===== config.mk =====
export PLATFORM = sky130hd
export DESIGN_NAME = seg_scan_mux
export DESIGN_NICKNAME = d
export VERILOG_FILES = /design/src/rtl/seg_scan_mux.sv
export SDC_FILE = /design/constraint.sdc
export NUM_CORES = 1
export LEC_CHECK = 0
export BUFFER_PORTS_ARGS = -buffer_cell sky130_fd_sc_hd__clkbuf_2
export CAP_MARGIN = 20
export CORE_MARGIN = 3
export CORE_UTILIZATION = 64
export DETAILED_ROUTE_END_ITERATION = 12
export HOLD_SLACK_MARGIN = 0.12
export PLACE_DENSITY = 0.84
export SYNTH_ARGS = -nofsm -noshare
export SYNTH_HDL_FRONTEND = slang
export SYNTH_SLANG_ARGS = --single-unit

===== constraint.sdc =====
create_clock -name clk -period 5.42 [get_ports clk]
set_input_delay 0.271 -clock clk [delete_from_list [all_inputs] [get_ports clk]]
set_output_delay 0.271 -clock clk [all_outputs]
set_load 0.01 [all_outputs]

===== src/rtl/seg_scan_mux.sv =====
// seg_scan_mux -- time-multiplexed 7-segment display scanner.
//
// A prescaler divides clk into digit slots of REFRESH_DIV cycles. Each slot
// lights one digit (one-hot SEG_SEL) with its hex-decoded segments plus the
// decimal point (SEG_DATA). The digit/dp/blank inputs are captured into
// snapshot registers at the end of every frame, so a frame never mixes old
// and new values. While en is low the display is dark and the snapshots
// follow the inputs continuously. When scanning restarts, the first slot
// therefore shows the values present on the last disabled cycle.
//
// Build option: define SEG_SCAN_LZB_EN to enable leading-zero blanking. A
// digit other than digit 0 then shows no segments when it and every
// more-significant snapshot digit are zero. Its decimal point still follows
// dp. Digit 0 always shows its value. With the macro undefined, every digit
// decodes normally.
//
// Output map: SEG_DATA[7] = dp, SEG_DATA[6:0] = segments g..a, all active-high.

module seg_scan_mux #(
  parameter int NUM_DIGITS  = 5,      // 1..8 multiplexed digits
  parameter int REFRESH_DIV = 50000   // clk cycles per digit slot, >= 1
) (
  input  logic                    clk,
  input  logic                    rst,
  input  logic                    en,
  input  logic [4*NUM_DIGITS-1:0] digits,
  input  logic [NUM_DIGITS-1:0]   dp,
  input  logic [NUM_DIGITS-1:0]   blank,
  output logic [NUM_DIGITS-1:0]   SEG_SEL,
  output logic [7:0]              SEG_DATA,
  output logic                    frame_done
);

  localparam int CNT_W = (REFRESH_DIV > 1) ? $clog2(REFRESH_DIV) : 1;
  localparam int IDX_W = (NUM_DIGITS > 1) ? $clog2(NUM_DIGITS) : 1;
  localparam logic [CNT_W-1:0] CNT_LAST = CNT_W'(REFRESH_DIV - 1);
  localparam logic [IDX_W-1:0] IDX_LAST = IDX_W'(NUM_DIGITS - 1);

  // Scan state
  logic [CNT_W-1:0] cnt_reg;
  logic [IDX_W-1:0] idx_reg;
  logic             tick;   // last cycle of the current slot
  logic             wrap;   // last cycle of the last slot of the frame

  // Frame-stable copies of the inputs
  logic [4*NUM_DIGITS-1:0] snap_digits_reg;
  logic [NUM_DIGITS-1:0]   snap_dp_reg;
  logic [NUM_DIGITS-1:0]   snap_blank_reg;

  // Per-slot output values and the values for the active slot
  logic [7:0]            slot_data [NUM_DIGITS];
  logic [NUM_DIGITS-1:0] sel_next;
  logic [7:0]            data_next;

  // Hex digit to segments g..a (bit 0 = a).
  function automatic logic [6:0] hex_to_seg(input logic [3:0] h);
    logic [6:0] s;
    case (h)
      4'h0:    s = 7'h3F;
      4'h1:    s = 7'h06;
      4'h2:    s = 7'h5B;
      4'h3:    s = 7'h4F;
      4'h4:    s = 7'h66;
      4'h5:    s = 7'h6D;
      4'h6:    s = 7'h7D;
      4'h7:    s = 7'h07;
      4'h8:    s = 7'h7F;
      4'h9:    s = 7'h6F;
      4'hA:    s = 7'h77;
      4'hB:    s = 7'h7C;
      4'hC:    s = 7'h39;
      4'hD:    s = 7'h5E;
      4'hE:    s = 7'h79;
      default: s = 7'h71;   // 4'hF
    endcase
    return s;
  endfunction

  assign tick = en && (cnt_reg == CNT_LAST);
  assign wrap = tick && (idx_reg == IDX_LAST);

  // Prescaler and digit index; both park at zero while disabled so a
  // re-enable starts a full-length slot on digit 0.
  always_ff @(posedge clk or posedge rst) begin
    if (rst) begin
      cnt_reg <= '0;
      idx_reg <= '0;
    end else if (!en) begin
      cnt_reg <= '0;
      idx_reg <= '0;
    end else begin
      cnt_reg <= tick ? '0 : cnt_reg + CNT_W'(1);
      if (tick) begin
        idx_reg <= (idx_reg == IDX_LAST) ? '0 : idx_reg + IDX_W'(1);
      end
    end
  end

  // Snapshot capture: at each frame boundary, and continuously while dark.
  always_ff @(posedge clk or posedge rst) begin
    if (rst) begin
      snap_digits_reg <= '0;
      snap_dp_reg     <= '0;
      snap_blank_reg  <= '0;
    end else if (!en || wrap) begin
      snap_digits_reg <= digits;
      snap_dp_reg     <= dp;
      snap_blank_reg  <= blank;
    end
  end

  // Per-slot segment pattern from the snapshot, plus the one-hot select.
  genvar gi;
  generate
    for (gi = 0; gi < NUM_DIGITS; gi++) begin : g_slot
      logic [3:0] digit_val;
      logic       lz_blank;
      logic [6:0] seg_val;

      assign digit_val = snap_digits_reg[4*gi +: 4];

`ifdef SEG_SCAN_LZB_EN
      if (gi > 0) begin : g_lzb
        // This digit and everything above it are zero.
        assign lz_blank = (snap_digits_reg[4*NUM_DIGITS-1:4*gi] == '0);
      end else begin : g_units
        assign lz_blank = 1'b0;
      end
`else
      assign lz_blank = 1'b0;
`endif

      assign seg_val        = lz_blank ? 7'h00 : hex_to_seg(digit_val);
      assign slot_data[gi]  = snap_blank_reg[gi] ? 8'h00 : {snap_dp_reg[gi], seg_val};
      assign sel_next[gi]   = (idx_reg == IDX_W'(gi));
    end
  endgenerate

  // AND-OR mux of the active slot's pattern.
  always_comb begin
    data_next = 8'h00;
    for (int i = 0; i < NUM_DIGITS; i++) begin
      if (sel_next[i]) begin
        data_next = data_next | slot_data[i];
      end
    end
  end

  // Registered display outputs and end-of-frame pulse.
  always_ff @(posedge clk or posedge rst) begin
    if (rst) begin
      SEG_SEL    <= '0;
      SEG_DATA   <= 8'h00;
      frame_done <= 1'b0;
    end else if (!en) begin
      SEG_SEL    <= '0;
      SEG_DATA   <= 8'h00;
      frame_done <= 1'b0;
    end else begin
      SEG_SEL    <= sel_next;
      SEG_DATA   <= data_next;
      frame_done <= wrap;
    end
  end

endmodule


* After elaboration in Yosys (flattened, before gate mapping)
Memories as Yosys holds them, arrays and structs flattened. Cells that the tools add are included.
Word-level totals: flip-flop bits (word level) 63, memory bits (read-only) 560, output and inout port bits 14, memories 5
Cells by class: add/subtract/negate cells 2, equality and inequality tests 6, multiplexer cells 18, bitwise operators 4, reductions and logical operators 5
Memories:
- (name not given) | words 16, width 7, rd ports 1, clocked after Yosys merged registers in 0, wr ports 0, RTL line 58 | case (h)
- (name not given) | words 16, width 7, rd ports 1, clocked after Yosys merged registers in 0, wr ports 0, RTL line 58
- (name not given) | words 16, width 7, rd ports 1, clocked after Yosys merged registers in 0, wr ports 0, RTL line 58
- (name not given) | words 16, width 7, rd ports 1, clocked after Yosys merged registers in 0, wr ports 0, RTL line 58
- (name not given) | words 16, width 7, rd ports 1, clocked after Yosys merged registers in 0, wr ports 0, RTL line 58
Operators by type and width (count):
- 2-to-1 mux 8 bit | 11
- 2-to-1 mux 16 bit | 2
- bitwise OR 8 bit | 4
- adder 16 x 1 -> 16 bit, second input constant | 1
- equality test 16 bit, second input constant | 1
- 2-to-1 mux 3 bit | 3
- equality test 3 x 2 -> 1 bit, second input constant | 2
- 2-to-1 mux 5 bit | 1
- adder 3 x 1 -> 3 bit, second input constant | 1
- equality test 3 x 1 -> 1 bit, second input constant | 1
- equality test 3 bit, second input constant | 1
- logical NOT 3 bit | 1
- logical AND 1 bit | 2
- inequality test 2 x 1 -> 1 bit, second input constant | 1
- logical NOT 1 bit | 1
- logical OR 1 bit | 1
- 2-to-1 mux 1 bit | 1

* Longest topological paths before layout
An unclocked memory read counts as a cell.
word-level depth 12, gate-level depth with buffers 7, mapped depth without buffers 6

* Worst setup path before layout
No wires, ideal clock.
path type reg2reg, start point reg cnt_reg[11], end point reg snap_blank_reg[4], library setup time 0.125 ns, data arrival time 1.606 ns, slack 3.689 ns, stages on the path, launching flop included 6, buffers on the path 1, period minus slack after synthesis 1.731 ns, cell sequence dfrtp_1 nor4b_4 nand4_4 o21ai_4 buf_6 mux2_2
On the way: cells in the longest elaborated chain, start to end 4
RTL lines:
- start, declared | RTL line 40 | logic [CNT_W-1:0] cnt_reg;
- start signal, assigned | RTL line 92 | cnt_reg <= tick ? '0 : cnt_reg + CNT_W'(1);
- equality test 16 bit | RTL line 79 | assign tick = en && (cnt_reg == CNT_LAST);
- logical AND 1 bit | RTL line 79
- logical AND 1 bit | RTL line 80 | assign wrap = tick && (idx_reg == IDX_LAST);
- logical OR 1 bit | RTL line 105 | end else if (!en || wrap) begin
- end signal, assigned | RTL line 108 | snap_blank_reg <= blank;
- end, declared | RTL line 48 | logic [NUM_DIGITS-1:0] snap_blank_reg;
No other way between the ends. A chain may end at the register's enable or synchronous reset.

* Worst setup path after layout
start point reg cnt_reg[0], end point reg snap_digits_reg[1]
On the way: cells in the longest elaborated chain, start to end 4
RTL lines:
- equality test 16 bit | RTL line 79
- logical AND 1 bit | RTL line 79
- logical AND 1 bit | RTL line 80
- logical OR 1 bit | RTL line 105
- end signal, assigned | RTL line 106 | snap_digits_reg <= digits;
- end, declared | RTL line 46 | logic [4*NUM_DIGITS-1:0] snap_digits_reg;
No other way between the ends.

==> reports/qor.yml <==
grt:
  antenna_found_initial: 0
  grt_pass1_wl_um: 14400
  grt_usage_pct: 25.0
  grt_pass1_vias: 2941
  overflow: 0
  grt_max_degree: 64
worst_setup_path:
  path_buf_inv: 0
  worst-path-max-fanout: 30
  critical-path-max-stage-delay_ns: 0.78
  required_ns: 5.66
  r2r_cells: 5
  crit_chain: "ha_1 > and3_2 > nand4_4 > o21ai_4 > mux2_2"
  cp-end-kind: "register"
  rrSetupSlack_ns: 3.04
  slowest_stage: "o21ai_4"
  reg2reg_to: "snap_digits_reg[1]"
  critical_path_class: "reg -> reg"
  arrival_ns: 2.61
  worstReg2RegStart: "cnt_reg[0]"
  path_delay_family: "compound AO/OA/AOI/OAI gates"
  worst_setup_path_start_kind: "register"
floorplanning:
  die_w_um: 85.8
  fp.dieH_um: 85.8
  rows: 28
  die_area_sq_um: 7360
  start_util_pct: 67.6
  core_sq_um: 6030
  ios: 47
synth:
  synth.area.top_cells: "dfrtp_1 39%, mux2_2 11%, ha_1 10%"
  ys_ff_latch: 63
  yosysUniqueCellTypes: 54
  synth_top_area_share_pct: 38.7
  synthCells: 384
  synth_nets: 451
  synth_edf_count: 0
  synth_top_family_by_area: "multiplexers"
  avgSynthCellArea_sq_um: 10.6
  synth-compound-area-share_pct: 10.4
  yosys.area_share.adder_pct: 10.4
  synth_area_leader_cell: "dfrtp_1"
  synth-seq-area-share_pct: 38.7
  synthMuxAreaShare_pct: 17.5
  synthSimpleGateAreaFrac_pct: 15.1
  synth_warnings: 0
  syn-cell-area_sq_um: 4070
  ys_async_sr_fraction_pct: 100
  synth-xor-area-share_pct: 2.37
  synthFlopType: "dfrtp_1"
routing:
  wl_per_cell_um: 17.2
  first_iter_violations: 214
  wl_um: 8620
  ant_nets: 0
  vias_per_cell: 6.25
  drt-pass1-iter-count: 5
  drc: 0
  via_count: 3126
layout:
  largest_reg_flops: 20
  diodes: 0
  fin_nets: 487
  design_area_sq_um: 4520
  nFillCells: 424
  area_growth_pct: 10.9
  final_common_cell: "dfrtp_1"
  final_cell_mix: "63 x dfrtp_1, 46 x clkbuf_2, 40 x mux2_2"
  utilization_pct: 74.9
  drive_above_1_share_pct: 28.5
clock_tree:
  clkTransAtPathRegs_ns: 0.08
  cts.sink_count: 63
  post_cts_buffers: 0
  cts-resized-gates: 0
  clock_path_buffers: 2
  cts_hold_buf: 0
  h-tree-depth: 3
  cts_made_buffers: 9
  insertion_delay_ns: 0.35
  cts_tree: "yes"
  root_buffer: "clkbuf_8"
timing:
  grt_setup_unrepaired: "false"
  worstMarginPinSlew_ns: 0.952
  finalMaxSlewViolations: 0
  fin_tns_setup_ns: 0
  relSlewSlack_pct: 36.3
  max_freq_ghz: 0.421
  min_period_over_period_pct: 43.8
  skew_ns: 0.0109
  post-route-min-period_ns: 2.38
  hold_viol_final: 0
  setup_viol: 0
job:
  drv_cap: 0
placement:
  port_buffers: 46
  place_area_sq_um: 4290
  dp_hpwl_um: 5950
  place_congestion: 0.933
pwr:
  pwr_density_cell_nw_per_um2: 272
  power.leakage_uw: 0.00209
  worst_ir_drop_vdd_v: 0.000191
worst_hold_path:
  min_path_type: "in -> async"
run_status:
  status: "complete, no violations"
-- tightest hold or removal path: cells and delay by family --
kind                   cells  cell delay [ns]
buffers and inverters      3             0.72
-- how the worst max path moves through the flow --
stage	from	end	slack, ns	depth (start not counted)
floorplan	rst	SEG_DATA[0]	3.58	1
global placement	cnt_reg[0]	snap_digits_reg[4]	3.13	5
detailed placement	cnt_reg[0]	snap_dp_reg[2]	3.05	5
CTS	cnt_reg[0]	snap_digits_reg[18]	3.03	5
global route	cnt_reg[0]	snap_digits_reg[1]	2.89	5
finish	cnt_reg[0]	snap_digits_reg[1]	3.04	5
-- layout make-up --
type,instances,area [sq um],share of cell area (%)
timing repair buffer,47,238,5.26
inverter,28,105,2.33
multi-input combinational,271,2280,50.4
clock buffer,9,124,2.74
tap,75,93.8,2.08
clock inverter,7,103,2.27
sequential,63,1580,34.9
-- kinds of logic (layout without fill, tap and decap cells) --
family,count (synthesis),after routing
compound gates,61,61
mux,60,60
xor+xnor,11,11
buf+inv,50,91
fa+ha+maj,34,34
flops,63,63
simple gates,105,105
-- Yosys cell counts (all sizes together), types with 2 or more instances --
cell	instances
mux2i	14
inv	27
o21ai	5
nor2	23
or4	2
a32oi	2
and4	2
buf	11
ha	34
o211ai	3
o31ai	2
nand3	9
nand3b	3
and3	7
a211oi	7
clkbuf	11
nor2b	9
or3b	4
a221oi	5
nand4	3
nor4	4
a31oi	7
mux4	5
nand2	20
o22ai	7
xor2	3
nor3	8
o31a	3
o32ai	4
and4bb	2
or2	2
mux2	41
dfrtp	63
xnor2	8
a21oi	14
-- power by group --
part           switching, uW  internal (uW)
logic                   98.7            106
clock network            208            264
registers               49.7            499
total                    357            870
-- per-stage QoR --
| step | setup WS, ns | total power [uW] | cells | hold WS [ns] |
|---|---|---|---|---|
| floorplan | 3.58 | 707 | 384 | 0.406 |
| global placement | 3.13 | 748 | 484 | 0.471 |
| detailed placement | 3.05 | 758 | 484 | 0.491 |
| CTS | 3.03 | 1230 | 500 | 0.133 |
| global route | 2.89 | 1280 | 500 | 0.137 |
| finish | 3.04 | 1230 | 500 | 0.117 |
-- layer usage --
metal	global-route usage, %	routed length (um)	part of all wire [%]	vias to the layer above
met5	0	0	0	-
met4	8.92	146	1.7	0
met3	4.51	540	6.3	19
met2	39.7	4080	47	127
met1	34.4	3850	45	1525
li1	-	-	-	1455
Power figures use the tool's default switching activity.
